`config.mk`:
```
export PLATFORM = sky130hd
export DESIGN_NAME = pc_next_unit
export DESIGN_NICKNAME = d
export VERILOG_FILES = /design/src/rtl/pc_next_unit.sv
export SDC_FILE = /design/constraint.sdc
export NUM_CORES = 1
export LEC_CHECK = 0
export ABC_AREA = 1
export CORE_ASPECT_RATIO = 0.8
export CORE_UTILIZATION = 45
export DETAILED_ROUTE_END_ITERATION = 10
export DONT_BUFFER_PORTS = 1
export REMOVE_ABC_BUFFERS = 1
export SYNTH_ARGS = -nofsm -noshare
export SYNTH_HDL_FRONTEND = slang
export SYNTH_SLANG_ARGS = --single-unit
```
`constraint.sdc`:
```
create_clock -name CLK -period 10.2 [get_ports CLK]
set_input_delay 1.53 -clock CLK [delete_from_list [all_inputs] [get_ports CLK]]
set_output_delay 1.53 -clock CLK [all_outputs]
set_load 0.05 [all_outputs]
```
`src/rtl/pc_next_unit.sv`:
```
// Program-counter stage of the single-cycle MIPS32 core: PC register, branch/jump
// resolution, next-PC legality trap and saturating redirect counter.
module pc_next_unit #(
  parameter logic [31:0] RESET_PC   = 32'h0040_0000,
  parameter int unsigned IMEM_WORDS = 1024,
  parameter int unsigned CNT_W      = 16
) (
  input  logic             CLK,
  input  logic             reset,
  input  logic             stall,
  input  logic [2:0]       br_type,
  input  logic             jump,
  input  logic             jump_reg,
  input  logic [31:0]      rs_val,
  input  logic [31:0]      rt_val,
  input  logic [15:0]      imm16,
  input  logic [25:0]      jtarget,
  output logic [31:0]      pc,
  output logic [31:0]      pc_plus4,
  output logic             branch_taken,
  output logic             invpc,
  output logic             halted,
  output logic [CNT_W-1:0] redirect_count
);

  typedef enum logic [1:0] {
    BOOT = 2'd0,
    RUN  = 2'd1,
    TRAP = 2'd2
  } state_t;

  localparam logic [32:0] PC_LO = {1'b0, RESET_PC};
  localparam logic [32:0] PC_HI = PC_LO + 33'(4 * IMEM_WORDS);

  state_t           state_q, state_d;
  logic [31:0]      pc_q, pc_d;
  logic             invpc_q, invpc_d;
  logic             halted_q, halted_d;
  logic [CNT_W-1:0] cnt_q, cnt_d;

  logic [31:0] br_target;
  logic [31:0] j_target;
  logic [31:0] next_pc;
  logic        cond;
  logic        redirect;
  logic        illegal;

  assign pc_plus4  = pc_q + 32'd4;
  assign br_target = pc_plus4 + {{14{imm16[15]}}, imm16, 2'b00};
  assign j_target  = {pc_plus4[31:28], jtarget, 2'b00};

  always_comb begin
    cond = 1'b0;
    case (br_type)
      3'd1:    cond = (rs_val == rt_val);
      3'd2:    cond = (rs_val != rt_val);
      3'd3:    cond = ($signed(rs_val) <= 32'sd0);
      3'd4:    cond = ($signed(rs_val) >  32'sd0);
      3'd5:    cond = ($signed(rs_val) <  32'sd0);
      3'd6:    cond = ($signed(rs_val) >= 32'sd0);
      default: cond = 1'b0;
    endcase
  end

  always_comb begin
    next_pc = pc_plus4;
    if (jump_reg)  next_pc = rs_val;
    else if (jump) next_pc = j_target;
    else if (cond) next_pc = br_target;
  end

  // A redirect that happens to land on pc+4 is indistinguishable from sequential flow.
  assign redirect     = (next_pc != pc_plus4);
  assign branch_taken = (state_q == RUN) && redirect;

  assign illegal = (next_pc[1:0] != 2'b00)
                || ({1'b0, next_pc} < PC_LO)
                || ({1'b0, next_pc} >= PC_HI)
                || ((br_type == 3'd7) && !jump && !jump_reg);

  always_comb begin
    state_d  = state_q;
    pc_d     = pc_q;
    invpc_d  = invpc_q;
    halted_d = halted_q;
    cnt_d    = cnt_q;
    case (state_q)
      BOOT: state_d = RUN;
      RUN: begin
        if (!stall) begin
          if (illegal) begin
            state_d  = TRAP;
            invpc_d  = 1'b1;
            halted_d = 1'b1;
          end else begin
            pc_d = next_pc;
            if (redirect && (cnt_q != '1)) cnt_d = cnt_q + 1'b1;
          end
        end
      end
      TRAP: begin
        invpc_d  = 1'b1;
        halted_d = 1'b1;
      end
      default: state_d = BOOT;
    endcase
  end

  always_ff @(posedge CLK or negedge reset) begin
    if (!reset) begin
      state_q  <= BOOT;
      pc_q     <= RESET_PC;
      invpc_q  <= 1'b0;
      halted_q <= 1'b0;
      cnt_q    <= '0;
    end else begin
      state_q  <= state_d;
      pc_q     <= pc_d;
      invpc_q  <= invpc_d;
      halted_q <= halted_d;
      cnt_q    <= cnt_d;
    end
  end

  assign pc             = pc_q;
  assign invpc          = invpc_q;
  assign halted         = halted_q;
  assign redirect_count = cnt_q;

endmodule
```
==> flow_results.org <==
** Route
- WL final :: 27.3 mm
- The first detailed-routing pass ran for 5 iterations.
- Mean routed wirelength per cell :: 16.9 microns
- Post-route DRC violation count :: 0
- After the first detailed-routing iteration, the DRC count stood at 698.
- Number of vias after detailed routing :: 8561
- Via/cell ratio :: 5.31
- The count of nets left with antenna violations once routing finished came out at 0.

** Yosys
- Seq/Total Area, Yosys :: 16.4%
- Synth warn :: 0
- Fraction of synthesis flops using an asynchronous set or reset pin :: 100%
- The mapped netlist covers 7800 sq um.
- Among all flip-flop cells after synthesis, the most frequent one is dfrtp_1.
- Number of synthesized register bits :: 51
- EDFF count, synth :: 0
- Averaged over all synthesized cells, the footprint is 5.55 sq um.
- The netlist uses 45 different library cells.
- Counting every instance in the synthesized netlist gives 1406.

** GRT
- Pin count of the biggest net entering global routing :: 52
- In the global route stage, overall resource usage came out at 30.6%.
- Vias in the first global route :: 7697
- Antenna violations before repair :: 0
- Global routing finished with a remaining overflow of 0.
- The first global-routing pass estimated 42.1 mm of wire.

** Finish
- From synthesis to final layout, the design area changed by 4.01%.
- For this run, the post-layout net count is 1544.
- Cells with a size suffix above 1 make up 5.10% of the layout.
- The repair_antennas step left the layout with diodes totalling 0.
- The layout has 1926 filler cells.
- Final design utilization :: 48.4%

** Worst setup path
- STA puts the critical path data required time at 8670 ps.
- Critical path data arrival time :: 5970 ps
- Type of the worst setup path :: reg2out
- Slowest library cell on the worst path :: dfrtp_1
- Delay of the slowest cell on the worst path :: 710 ps
- Most frequent cell on the critical path :: nand2_1
- Nature of the critical path endpoint :: primary output
- Critical Path Start Type :: register
- In this run the worst path has a maximum fanout of 7.

** STA
- Highest Clock Rate :: 0.133 GHz
- Counting I/O delays and the setup requirement, the final critical path takes 7500 ps.
- The final critical path takes up 73.5% of the cycle.
- The number of pins exceeding their max-slew limit in the final report is 0.
- Clock skew on the completed layout was measured at 9.35 ps.
- Setup_tns :: 0 ps
- Min Hold Slack :: 503 ps
- Slew headroom :: 27.9%
- Setup repair after global routing left no endpoint under its margin.
- Final count of hold timing violations :: 0
- # setup viols final :: 0
- At the pin with the least slew margin, the transition time is 1080 ps.

** Floorplan
- During I/O placement, the number of pins put on the boundary was 197.
- Die Height :: 120 microns
- Core Region :: 16800 sq um
- Initial standard-cell utilization of the core :: 46.6%
- Die ar. :: 17900 sq um
- From left edge to right edge, the die measures 149 microns.
- Cell row count :: 42

** Clock network
- Total of hold buffers inserted after clock tree synthesis :: 0
- Number of levels the H-tree was split into :: 2
- CTS tree :: yes
- Clock insertion delay at the later pin of the skew report :: 300 ps
- Post-CTS Setup Inserts :: 0
- Count of clock tree sinks :: 51
- No sink is reached through more buffers than the 2 on the longest clock path.
- TritonCTS created 5 clock buffers.
- After clock tree synthesis, the repair step resized 0 gates.
- CTS clock-pin slew for the worst setup and hold paths :: 70 ps
- Root buffer cell :: clkbuf_16

** Placement
- Summed over all nets, the half-perimeter wirelength after detailed placement is 23.0 mm.
- Number of buffers inserted by port buffering :: 0
- Routability-driven placement finished with a final weighted congestion of 0.941.

** Power and ir drop
- Summed over all cells, the static leakage comes to 4.60 nW.
- Power density over cell area :: 68.9 nW/um^2
- VDD IR max :: 53.7 uV
- After layout, the design draws a total of 0.000559 W.

** Worst hold path
- Class of the tightest hold or removal check :: reg2reg

** Outcome
- The run finished with clean final reports.

** Job
- Number of maximum-capacitance constraint violations :: 0
cell usage after synthesis, types with 5 or more instances:
| cell | instances | area [sq um] |
|---|---|---|
| nand2_1 | 539 | 2020 |
| inv_1 | 208 | 781 |
| nand3_1 | 149 | 746 |
| nor2_1 | 140 | 526 |
| dfrtp_1 | 50 | 1250 |
| xnor2_1 | 43 | 377 |
| a21oi_1 | 37 | 185 |
| ha_1 | 37 | 463 |
| xor2_1 | 28 | 245 |
| nand4_1 | 22 | 138 |
| nor3_1 | 18 | 90.1 |
| nand3b_1 | 12 | 90.1 |
| clkbuf_1 | 10 | 37.5 |
| or2_2 | 10 | 62.6 |
| nor2_2 | 9 | 56.3 |
| buf_2 | 8 | 40.0 |
| inv_2 | 8 | 30.0 |
| o21bai_1 | 8 | 60.1 |
| buf_6 | 6 | 67.6 |
| o21ai_2 | 6 | 52.6 |
| o22ai_1 | 6 | 37.5 |
| and2_1 | 5 | 31.3 |
| buf_4 | 5 | 37.5 |
| o21ai_0 | 5 | 25.0 |
layout make-up:
cell class	count	area, sq um	area share, %
inverter	218	818	10.1
clock inverter	2	12.5	0.154
clock buffer	6	129	1.59
sequential	51	1280	15.7
multi-input combinational	1108	5550	68.3
timing repair buffer	8	60.1	0.740
tap	220	275	3.39
critical path, delay by kind of cell, from the launching register on:
family,cells,cell delay (ps)
AND/OR/NAND/NOR,24,2880
flip-flops,1,710
adder cells (fa/ha/maj),1,500
XOR/XNOR,1,410
buffers and inverters,4,1170
worst paths after layout:
kind | slack [ps] | end | depth (start not counted) | startpoint
setup / recovery | 2700 | branch_taken | 30 | pc[2]
hold / removal | 500 | state_q[0] | 1 | state_q[1]
setup reg to reg | 4010 | pc[11] | 29 | pc[2]
hold reg to reg | 500 | state_q[0] | 1 | state_q[1]
max in group asynchronous | 9090 | pc[22] | 0 | reset
min in group asynchronous | 920 | redirect_count[9] | 0 | reset
where the power goes:
group / total [W] / switching, W / internal (W)
clock: 0.000167 / 0.0000762 / 0.0000908
combinational: 0.000184 / 0.000122 / 0.0000618
sequential: 0.000208 / 0.00000252 / 0.000206
total: 0.000559 / 0.000201 / 0.000359
metal layers:
metal / track usage [%] / wire (microns) / share of wire [%] / vias to the layer above
li1: - / - / - / 4345
met1: 44.5 / 12800 / 47 / 3834
met2: 46.9 / 11500 / 42 / 356
met3: 6.24 / 2590 / 9.5 / 26
met4: 4.91 / 378 / 1.4 / 0
met5: 0 / 0 / 0 / -
cells by family after synthesis:
kind of cell / synth area share, %
flip-flops: 16.4
XOR/XNOR: 7.97
buffers and inverters: 12.8
AND/OR/NAND/NOR: 50.8
adder cells (fa/ha/maj): 6.19
AO/OA/AOI/OAI: 5.80
sequential cells by signal, summed over array words and instances, names as in the netlist:
register	count
redirect_count	16
state_q	2
halted	1
pc	32
cells in the final DEF (no fill, tap or decap), drive strengths merged, types with 2 or more instances in the layout:
cell type,instances
or2,10
a21oi,41
ha,37
nand3b,12
inv,216
nand2,544
o211ai,2
o21a,2
nand4,24
and2,5
o21ai,12
o21bai,8
o22ai,6
clkbuf,6
nor2,151
dfrtp,50
nand3,151
clkinv,3
a22oi,2
xor2,28
and3,3
xnor2,43
buf,8
nor4,2
nor3,22
per-stage QoR:
step,cells,setup WS [ps],cell area [sq um]
after CTS,1613,2780,8120
after detailed placement,1605,3110,7980
final,1613,2700,8120
after global placement,1605,3090,7980
after floorplan,1377,3450,7620
after global routing,1613,2330,8120
(Power assumes the default switching activity.)
